`src/rtl/dac_spi_tx.sv`:
```
// Serial transmitter for a 16-bit SPI DAC frame {2'b00, PD_MODE, data}, MSB first.
// A single frame is sent per accepted start, followed by a quiet gap with sync_n high.
module dac_spi_tx #(
  parameter int unsigned CLK_DIV   = 2,
  parameter int unsigned QUIET_CYC = 4,
  parameter logic [1:0]  PD_MODE   = 2'b00
) (
  input  logic        clk_i,
  input  logic        rst_i,
  input  logic        start_i,
  input  logic [11:0] data_i,
  output logic        busy_o,
  output logic        done_o,
  output logic        sync_n_o,
  output logic        sclk_o,
  output logic        sdata_o
);

  typedef enum logic [1:0] {
    IDLE  = 2'd0,
    SETUP = 2'd1,
    SHIFT = 2'd2,
    QUIET = 2'd3
  } state_t;

  localparam logic [7:0] DIV_LAST   = 8'(CLK_DIV - 1);
  localparam logic [7:0] QUIET_LAST = 8'(QUIET_CYC - 1);

  state_t      state_reg, state_next;
  logic [7:0]  half_cnt_reg, half_cnt_next;
  logic [4:0]  bit_cnt_reg, bit_cnt_next;
  logic [15:0] frame_reg, frame_next;
  logic        sclk_reg, sclk_next;
  logic        sync_n_reg, sync_n_next;
  logic        busy_reg, busy_next;
  logic        done_reg, done_next;

  always_ff @(posedge clk_i) begin
    if (rst_i) begin
      state_reg    <= IDLE;
      half_cnt_reg <= '0;
      bit_cnt_reg  <= '0;
      frame_reg    <= '0;
      sclk_reg     <= 1'b1;
      sync_n_reg   <= 1'b1;
      busy_reg     <= 1'b0;
      done_reg     <= 1'b0;
    end else begin
      state_reg    <= state_next;
      half_cnt_reg <= half_cnt_next;
      bit_cnt_reg  <= bit_cnt_next;
      frame_reg    <= frame_next;
      sclk_reg     <= sclk_next;
      sync_n_reg   <= sync_n_next;
      busy_reg     <= busy_next;
      done_reg     <= done_next;
    end
  end

  always_comb begin
    state_next    = state_reg;
    half_cnt_next = half_cnt_reg;
    bit_cnt_next  = bit_cnt_reg;
    frame_next    = frame_reg;
    sclk_next     = sclk_reg;
    sync_n_next   = sync_n_reg;
    busy_next     = busy_reg;
    done_next     = 1'b0;

    case (state_reg)
      IDLE: begin
        busy_next   = 1'b0;
        sync_n_next = 1'b1;
        sclk_next   = 1'b1;
        if (start_i) begin
          frame_next    = {2'b00, PD_MODE, data_i};
          busy_next     = 1'b1;
          sync_n_next   = 1'b0;
          half_cnt_next = '0;
          bit_cnt_next  = '0;
          state_next    = SETUP;
        end
      end

      SETUP: begin
        if (half_cnt_reg == DIV_LAST) begin
          half_cnt_next = '0;
          sclk_next     = 1'b0;
          state_next    = SHIFT;
        end else begin
          half_cnt_next = half_cnt_reg + 8'd1;
        end
      end

      // bit_cnt tracks the half-period index; data advances only on sclk rising.
      SHIFT: begin
        if (half_cnt_reg == DIV_LAST) begin
          half_cnt_next = '0;
          if (bit_cnt_reg == 5'd31) begin
            state_next  = QUIET;
            sync_n_next = 1'b1;
            sclk_next   = 1'b1;
            frame_next  = '0;
            done_next   = (QUIET_LAST == 8'd0);
          end else begin
            bit_cnt_next = bit_cnt_reg + 5'd1;
            if (!bit_cnt_reg[0]) begin
              sclk_next  = 1'b1;
              frame_next = {frame_reg[14:0], 1'b0};
            end else begin
              sclk_next = 1'b0;
            end
          end
        end else begin
          half_cnt_next = half_cnt_reg + 8'd1;
        end
      end

      QUIET: begin
        if (done_reg) begin
          state_next    = IDLE;
          busy_next     = 1'b0;
          half_cnt_next = '0;
          bit_cnt_next  = '0;
        end else begin
          half_cnt_next = half_cnt_reg + 8'd1;
          done_next     = ((half_cnt_reg + 8'd1) == QUIET_LAST);
        end
      end

      default: begin
        state_next    = IDLE;
        half_cnt_next = '0;
        bit_cnt_next  = '0;
        frame_next    = '0;
        sclk_next     = 1'b1;
        sync_n_next   = 1'b1;
        busy_next     = 1'b0;
      end
    endcase
  end

  assign busy_o   = busy_reg;
  assign done_o   = done_reg;
  assign sync_n_o = sync_n_reg;
  assign sclk_o   = sclk_reg;
  assign sdata_o  = frame_reg[15];

endmodule

```
`config.mk`:
```
export PLATFORM = sky130hd
export DESIGN_NAME = dac_spi_tx
export DESIGN_NICKNAME = d
export VERILOG_FILES = /design/src/rtl/dac_spi_tx.sv
export SDC_FILE = /design/constraint.sdc
export NUM_CORES = 1
export LEC_CHECK = 0
export CORE_UTILIZATION = 25
export DETAILED_ROUTE_END_ITERATION = 8
export PLACE_DENSITY = 0.44
export SLEW_MARGIN = 20
export SYNTH_ARGS = -nofsm -noshare
export SYNTH_HDL_FRONTEND = slang
export SYNTH_SLANG_ARGS = --single-unit
```
`constraint.sdc`:
```
create_clock -name clk_i -period 3.2 [get_ports clk_i]
set_input_delay 0.48 -clock clk_i [delete_from_list [all_inputs] [get_ports clk_i]]
set_output_delay 0.48 -clock clk_i [all_outputs]
set_load 0.01 [all_outputs]
```
==> impl_metrics.yaml, run 1 <==
placed_design:
  placed_cell_area_um2: 2280
  gp_congestion: 0.787
  port_buffers: 19
  dp_hpwl_mm: 3.84
worst_setup_path:
  start_kind: "flip-flop"
  slowest_delay_ns: 0.49
  slowest_stage: "or4b_4"
  cp_cell_sequence: "ha_1 > or4b_4 > o31a_1 > nor2_1 > buf_4 > a41o_1"
  cp.arrival_ns: 2.55
  worst-setup-path-type: "flip-flop to flip-flop"
  required_ns: 3.45
  cp-end-kind: "flip-flop"
  critPathMaxFanout: 10
logic_synthesis:
  synthArstFlopShare_pct: 0
  synth-seq-cells: 35
  synthesis.nets: 263
  synth_edf_count: 0
  yosys_warnings: 0
  syn_avg_cell_area_um2: 8.28
  syn_area_um2: 1980
  ys_types: 50
  synth_flop_cell: "dfxtp_1"
  ys_seq_area_share_pct: 35.4
  synth_cells: 239
global_routing:
  grt_pass1_wl_mm: 8.91
  overflow: 0
  track_usage_pct: 13.7
  grt_max_degree: 20
  first_global_vias: 1719
  antenna_found_initial: 0
timing:
  tns_ns: 0
  slew-limit-headroom_pct: 61.9
  fmax_mhz: 434
  fin_crit_ns: 2.31
  setup_viol: 0
  maxSlewViolCount: 0
  worst_pin_slew_ns: 0.567
  whs_ns: 0.472
  rsz0062_at_grt: "no"
  period_share_pct: 72.0
  skew_ns: 0.0149
  finalHoldViolCount: 0
power_and_ir_drop:
  p_leak_nw: 0.905
  powerDensity_nw_per_um2: 685
  vdd_drop_max_mv: 0.235
floorplan:
  die_w_um: 91.0
  fp.coreArea_um2: 7690
  die_h_um: 91.0
  std_cell_rows: 32
  die_area_um2: 8270
  start_util_pct: 25.7
  ios: 20
route:
  drt-pass1-iter-count: 4
  vias: 1836
  wire_per_inst_um: 15.1
  wirelength_mm: 5.41
  drc: 0
  ant_nets: 0
  via_per_inst: 5.11
  drt_iter0_drc: 130
finish:
  diodes: 0
  largest_reg_flops: 16
  final_area_um2: 2410
  drive_above_1_share_pct: 7.39
  synthToLayoutAreaGrowth_pct: 22.1
  final_util_pct: 31.4
  nets: 280
clocking:
  ctsResizeCount: 0
  cts_tree: "yes"
  root_buffer: "clkbuf_8"
  insertion_delay_ns: 0.30
  clk_pin_slew_ns: 0.08
  post-cts-setup-buffers: 0
  numCtsBuffers: 5
  cts_hold_buf: 0
  clock_sinks: 35
  clockBufferDepth: 2
  htreeDepth: 2
hold_path:
  hold_class: "flip-flop to flip-flop"
job:
  maxCapViolCount: 0
status:
  outcome: "complete, no violations"
power by group:
group / internal [mW] / total [mW] / switching (mW) / leakage (nW)
combinational: 0.241 / 0.609 / 0.368 / 0.554
sequential: 0.512 / 0.562 / 0.0493 / 0.286
clock: 0.312 / 0.483 / 0.171 / 0.0654
per-stage QoR:
stage                     cells  power, mW  worst slack, ns
after floorplan             239      0.989             1.16
final                       359       1.65            0.895
after global placement      351       1.19            0.841
after CTS                   359       1.66            0.891
after global routing        359       1.77            0.686
after detailed placement    351       1.18            0.754
final timing paths:
path                                       from        endpoint  slack (ns)  cells after the start
worst max register to register  half_cnt_reg[0]   frame_reg[12]        0.89                      6
worst min register to register   bit_cnt_reg[3]  bit_cnt_reg[3]        0.47                      1
worst max-delay path            half_cnt_reg[0]   frame_reg[12]        0.89                      6
worst min-delay path             bit_cnt_reg[3]  bit_cnt_reg[3]        0.47                      1
per-layer routing:
metal  vias to the layer above  routed length, um  track usage, %
li1                        925                  -               -
met1                       871               2880            19.9
met2                        31               2270            20.4
met3                         9                177            2.01
met4                         0                 85            5.16
met5                         -                  0               0
cells by family (layout without fill, tap and decap cells):
group	after synthesis	in the layout	share of synthesized area [%]
flops	35	35	35.4
mux	2	2	1.01
xor+xnor	3	3	1.33
fa+ha+maj	9	9	5.69
buf+inv	26	44	5.44
compound gates	84	84	29.4
simple gates	80	80	21.7
critical path, delay by kind of cell (launching register included):
| kind | cells | cell delay, ns |
|---|---|---|
| AO/OA/AOI/OAI | 2 | 0.55 |
| adder cells (fa/ha/maj) | 1 | 0.20 |
| buffers and inverters | 1 | 0.25 |
| flip-flops | 1 | 0.45 |
| AND/OR/NAND/NOR | 2 | 0.82 |
synthesized netlist by cell type, types with 2 or more instances:
| cell | n | area, um^2 |
|---|---|---|
| dfxtp_1 | 35 | 701 |
| nand2_1 | 22 | 82.6 |
| a21oi_1 | 19 | 95.1 |
| o21ai_0 | 15 | 75.1 |
| a211oi_1 | 13 | 97.6 |
| nor2_1 | 13 | 48.8 |
| clkbuf_1 | 12 | 45.0 |
| ha_1 | 9 | 113 |
| a2bb2oi_1 | 8 | 70.1 |
| inv_1 | 8 | 30.0 |
| nand3_1 | 8 | 40.0 |
| nand2b_1 | 6 | 37.5 |
| nor2b_1 | 5 | 31.3 |
| a311oi_1 | 4 | 35.0 |
| or3_1 | 4 | 25.0 |
| a31oi_1 | 3 | 18.8 |
| a41o_1 | 3 | 30.0 |
| and2_1 | 3 | 18.8 |
| nor3_1 | 3 | 15.0 |
| o311ai_0 | 3 | 26.3 |
| a211o_1 | 2 | 17.5 |
| a22oi_1 | 2 | 15.0 |
| and3_1 | 2 | 12.5 |
| buf_2 | 2 | 10.0 |
| buf_4 | 2 | 15.0 |
| mux2i_1 | 2 | 20.0 |
| nand3b_1 | 2 | 15.0 |
| nor4_1 | 2 | 12.5 |
| o211a_1 | 2 | 20.0 |
| o31a_1 | 2 | 17.5 |
| o31ai_1 | 2 | 15.0 |
| or4_1 | 2 | 15.0 |
| xor2_1 | 2 | 17.5 |
placed cells by master (no fill, tap or decap), types with 3 or more instances in the layout:
| cell type | synthesis | layout |
|---|---|---|
| a211oi_1 | 13 | 13 |
| a21oi_1 | 19 | 19 |
| a2bb2oi_1 | 8 | 8 |
| a311oi_1 | 4 | 4 |
| a31oi_1 | 3 | 3 |
| a41o_1 | 3 | 3 |
| and2_1 | 3 | 3 |
| buf_4 | 2 | 8 |
| clkbuf_8 | 0 | 5 |
| clkdlybuf4s50_1 | 0 | 19 |
| dfxtp_1 | 35 | 35 |
| ha_1 | 9 | 9 |
| inv_1 | 8 | 8 |
| nand2_1 | 22 | 22 |
| nand2b_1 | 6 | 6 |
| nand3_1 | 8 | 8 |
| nor2_1 | 13 | 13 |
| nor2b_1 | 5 | 5 |
| nor3_1 | 3 | 3 |
| o21ai_0 | 15 | 15 |
| o311ai_0 | 3 | 3 |
| or3_1 | 4 | 4 |
final cells by class:
| type | instances | area (um^2) |
|---|---|---|
| Clock buffer | 6 | 72.6 |
| Timing Repair Buffer | 27 | 250 |
| Tap cell | 102 | 128 |
| Sequential cell | 35 | 701 |
| Multi-Input combinational cell | 178 | 1170 |
| Inverter | 9 | 33.8 |
| Clock inverter | 2 | 60.1 |
| Fill cell | 845 | 5270 |
Note: power is estimated with default switching activity, not from simulation.
==> inputs of run 2 (changes only) <==
==> constraint.sdc (replaced) <==
create_clock -name clk_i -period 2.26 [get_ports clk_i]
set_input_delay 0.339 -clock clk_i [delete_from_list [all_inputs] [get_ports clk_i]]
set_output_delay 0.339 -clock clk_i [all_outputs]
set_load 0.01 [all_outputs]
==> impl_metrics.yaml, run 2 (synthesized netlist as in run 1, its figures left out) <==
global_routing:
  antenna_found_initial: 0
  globalRoute.busiestLayer: "met2"
  met1_usage_pct: 18.8
  grtUsageMet2_pct: 22.0
  track_usage_pct: 13.9
  grt_pass1_wl_mm: 9.09
  met3_usage_pct: 2.68
  first_global_vias: 1789
  grt_max_degree: 22
  overflow: 0
timing:
  slew-limit-headroom_pct: 58.7
  finalHoldViolCount: 0
  rsz0062_at_grt: "no"
  period_share_pct: 91.6
  skew_ns: 0.00620
  fin_crit_ns: 2.07
  setup_ws_ns: 0.190
  fmax_mhz: 483
  whs_ns: 0.472
  tns_ns: 0
  setup_viol: 0
  maxSlewViolCount: 0
  worst_pin_slew_ns: 0.612
worst_setup_path:
  required_ns: 2.47
  critPathMaxFanout: 5
  cp-end-kind: "flip-flop"
  cp.arrival_ns: 2.28
  worst-setup-path-type: "flip-flop to flip-flop"
  start_kind: "flip-flop"
placed_design:
  placed_cells: 364
  dp_hpwl_mm: 4.07
  dpl_worst_slack_ns: 0.158
  placed_cell_area_um2: 2380
  gp_congestion: 0.758
  port_buffers: 19
finish:
  final_cell_mix: "dfxtp_1 (35), nand2_1 (22), buf_4 (21)"
  final_area_um2: 2470
  stdcell_count: 371
  multi_input_area_um2: 1180
  fillers: 843
  diodes: 0
  synthToLayoutAreaGrowth_pct: 25.1
  largest_reg_flops: 16
  drive_above_1_share_pct: 12.3
  seqCellArea_um2: 701
  final_common_cell: "dfxtp_1"
  nets: 293
clocking:
  clock_sinks: 35
  post-cts-setup-buffers: 0
  cts_tree: "yes"
  ctsResizeCount: 0
  numCtsBuffers: 5
  insertion_delay_ns: 0.29
  htreeDepth: 2
  clk_pin_slew_ns: 0.07
  clockBufferDepth: 2
  root_buffer: "clkbuf_8"
  cts_hold_buf: 0
floorplan:
  die_h_um: 91.0
  std_cell_rows: 32
  start_util_pct: 25.7
  die_w_um: 91.0
  die_area_um2: 8270
  fp.coreArea_um2: 7690
  ios: 20
route:
  vias: 1864
  drt-pass1-iter-count: 4
  wire_per_inst_um: 14.9
  wirelength_mm: 5.53
  via_per_inst: 5.02
  ant_nets: 0
  drt_iter0_drc: 92
  drc: 0
power_and_ir_drop:
  p_leak_nw: 0.955
  powerDensity_nw_per_um2: 888
  vdd_drop_max_mv: 0.414
job:
  maxCapViolCount: 0
status:
  outcome: "complete, no violations"
hold_path:
  hold_class: "flip-flop to flip-flop"
run 2: final timing paths:
kind	to	slack, ns	cells past startpoint	start
min	bit_cnt_reg[3]	0.47	1	bit_cnt_reg[3]
min reg2reg	bit_cnt_reg[3]	0.47	1	bit_cnt_reg[3]
max	frame_reg[15]	0.19	6	half_cnt_reg[1]
max reg2reg	frame_reg[15]	0.19	6	half_cnt_reg[1]
run 2: final cells by class:
cell class,count,share of cell area [%]
inverter,9,1.37
timing repair buffer,40,14.1
tap,102,5.16
clock inverter,1,0.202
sequential,35,28.3
clock buffer,6,3.34
multi-input combinational,178,47.6
run 2: power by group:
group          internal, mW  total, mW  switching [mW]
registers             0.725      0.783          0.0573
logic                 0.388      0.941           0.553
clock network         0.239      0.474           0.234
run 2: per-layer routing:
layer	share of wire [%]	vias to the layer above
li1	-	950
met1	51	891
met2	46	19
met3	1.9	4
met4	1.2	0
met5	0	-
run 2: metrics by stage:
step | utilization (%) | total power, mW
floorplan | - | 1.40
global placement | 31.0 | 1.74
detailed placement | 31.0 | 1.73
CTS | 32.1 | 2.22
global route | 32.2 | 2.37
finish | 32.2 | 2.20
run 2: critical path, stage by stage (launching register included):
cell,delay [ns]
dfxtp_1,0.31
inv_1,0.05
ha_1,0.15
or4b_4,0.50
o31a_1,0.38
or4_1,0.53
o21ai_0,0.08
==> inputs of run 3 (changes only) <==
--- a/config.mk
+++ b/config.mk
@@ -5,6 +5,7 @@
 export SDC_FILE = /design/constraint.sdc
 export NUM_CORES = 1
 export LEC_CHECK = 0
+export CORE_ASPECT_RATIO = 1.25
 export CORE_UTILIZATION = 25
 export DETAILED_ROUTE_END_ITERATION = 8
 export PLACE_DENSITY = 0.44
==> impl_metrics.yaml, run 3 (synthesized netlist as in run 1, its figures left out) <==
global_routing:
  first_global_vias: 1869
  met3_usage_pct: 3.51
  grtUsageMet2_pct: 24.4
  overflow: 0
  antenna_found_initial: 0
  track_usage_pct: 14.5
  grt_max_degree: 16
  grt_pass1_wl_mm: 9.20
  globalRoute.busiestLayer: "met2"
  met1_usage_pct: 17.7
clocking:
  numCtsBuffers: 5
  post-cts-setup-buffers: 0
  clk_pin_slew_ns: 0.07
  root_buffer: "clkbuf_8"
  cts_tree: "yes"
  clock_sinks: 35
  clockBufferDepth: 2
  htreeDepth: 2
  insertion_delay_ns: 0.29
route:
  drt_iter0_drc: 58
  via_per_inst: 5.08
  ant_nets: 0
  drt-pass1-iter-count: 4
  wirelength_mm: 5.44
  wire_per_inst_um: 15.1
  vias: 1833
  drc: 0
placed_design:
  dpl_worst_slack_ns: 0.144
  placed_cell_area_um2: 2360
  dp_hpwl_mm: 4.01
  placed_cells: 353
  gp_congestion: 0.743
  port_buffers: 19
timing:
  slew-limit-headroom_pct: 57.3
  fmax_mhz: 480
  period_share_pct: 92.2
  finalHoldViolCount: 0
  skew_ns: 0.0127
  tns_ns: 0
  worst_pin_slew_ns: 0.636
  fin_crit_ns: 2.08
  setup_ws_ns: 0.175
  setup_viol: 0
  maxSlewViolCount: 0
  rsz0062_at_grt: "no"
worst_setup_path:
  critPathMaxFanout: 7
  slowest_stage: "o311ai_1"
  cp.arrival_ns: 2.24
  worst-setup-path-type: "flip-flop to flip-flop"
  cp_cell_sequence: "ha_1 > and3_1 > ha_1 > inv_1 > a41oi_1 > o311ai_1 > o21ai_0"
  cp-end-kind: "flip-flop"
  required_ns: 2.41
  slowest_delay_ns: 0.37
  path_common_cell: "ha_1"
  start_kind: "flip-flop"
power_and_ir_drop:
  vdd_drop_max_mv: 0.321
  clkPwrFrac_pct: 25.4
  powerDensity_nw_per_um2: 924
  p_sw_share_pct: 37.2
  p_leak_nw: 0.963
  p_int_mw: 1.43
  p_sw_mw: 0.850
  seq_power_share_pct: 34.3
  power_frac_comb_pct: 40.3
floorplan:
  die_w_um: 81.6
  die_area_um2: 8270
  ios: 20
  die_h_um: 101
  std_cell_rows: 35
  fp.coreArea_um2: 7530
  start_util_pct: 26.3
finish:
  synthToLayoutAreaGrowth_pct: 25.0
  largest_reg_flops: 16
  seqCellArea_um2: 701
  fillers: 817
  final_common_cell: "dfxtp_1"
  nets: 292
  multi_input_area_um2: 1170
  final_util_pct: 32.8
  final_area_um2: 2470
  drive_above_1_share_pct: 11.9
  final_cell_mix: "dfxtp_1 (35), nand2_1 (22), buf_4 (20)"
  stdcell_count: 361
  diodes: 0
status:
  outcome: "complete, no violations"
hold_path:
  hold_class: "flip-flop to flip-flop"
job:
  maxCapViolCount: 0
==> run 3: changes by cell type in the layout (fill, tap and decap cells not counted), sizes merged <==
cell,previous run,this run
buf,21,20
bufinv,0,1
clkbuf,6,5
clkinv,2,3
==> run 3: routing by layer <==
metal  routed length [um]  part of all wire (%)
met4                   61                   1.1
met3                  169                   3.1
met2                 2610                    48
met1                 2600                    48
met5                    0                     0
==> run 3: path summary, 6_finish.rpt <==
kind             startpoint              to  slack, ns  depth (start not counted)
min          bit_cnt_reg[3]  bit_cnt_reg[3]       0.48                          1
min reg2reg  bit_cnt_reg[3]  bit_cnt_reg[3]       0.48                          1
max          bit_cnt_reg[0]  bit_cnt_reg[2]       0.18                          7
max reg2reg  bit_cnt_reg[0]  bit_cnt_reg[2]       0.18                          7
==> run 3: through the flow <==
stage / power [mW] / hold slack (ns)
floorplan: 1.40 / 0.427
global placement: 1.72 / 0.465
detailed placement: 1.72 / 0.469
CTS: 2.31 / 0.477
global route: 2.45 / 0.505
finish: 2.29 / 0.484
==> run 3: area by class of cell <==
| cell class | count | area share (%) |
|---|---|---|
| Clock inverter | 3 | 1.77 |
| Timing Repair Buffer | 39 | 13.8 |
| Multi-Input combinational cell | 178 | 47.3 |
| Inverter | 9 | 1.37 |
| Sequential cell | 35 | 28.3 |
| Tap cell | 92 | 4.66 |
| Clock buffer | 5 | 2.78 |
==> run 3: power groups by stage <==
stage / combinational (mW) / sequential, mW / clock, mW
5_1_grt: 1.02 / 0.799 / 0.629
6_report: 0.922 / 0.783 / 0.580
3_5_place_dp: 0.918 / 0.800 / 0
3_3_place_gp: 0.923 / 0.801 / 0
4_1_cts: 0.924 / 0.785 / 0.602
2_1_floorplan: 0.603 / 0.797 / 0
==> run 3: worst max-delay path, delay by kind of cell, from the launching register on <==
family                   cells  cell delay (ns)
buffers and inverters        1             0.19
flip-flops                   1             0.35
AO/OA/AOI/OAI                3             0.79
adder cells (fa/ha/maj)      2             0.45
AND/OR/NAND/NOR              1             0.19
==> run 3: what timing repair did <==
action / 4_1_cts / 5_1_grt
resized for setup: 0 / 2
hold buffers: 0 / 0
endpoints found under the setup margin: 0 / 2
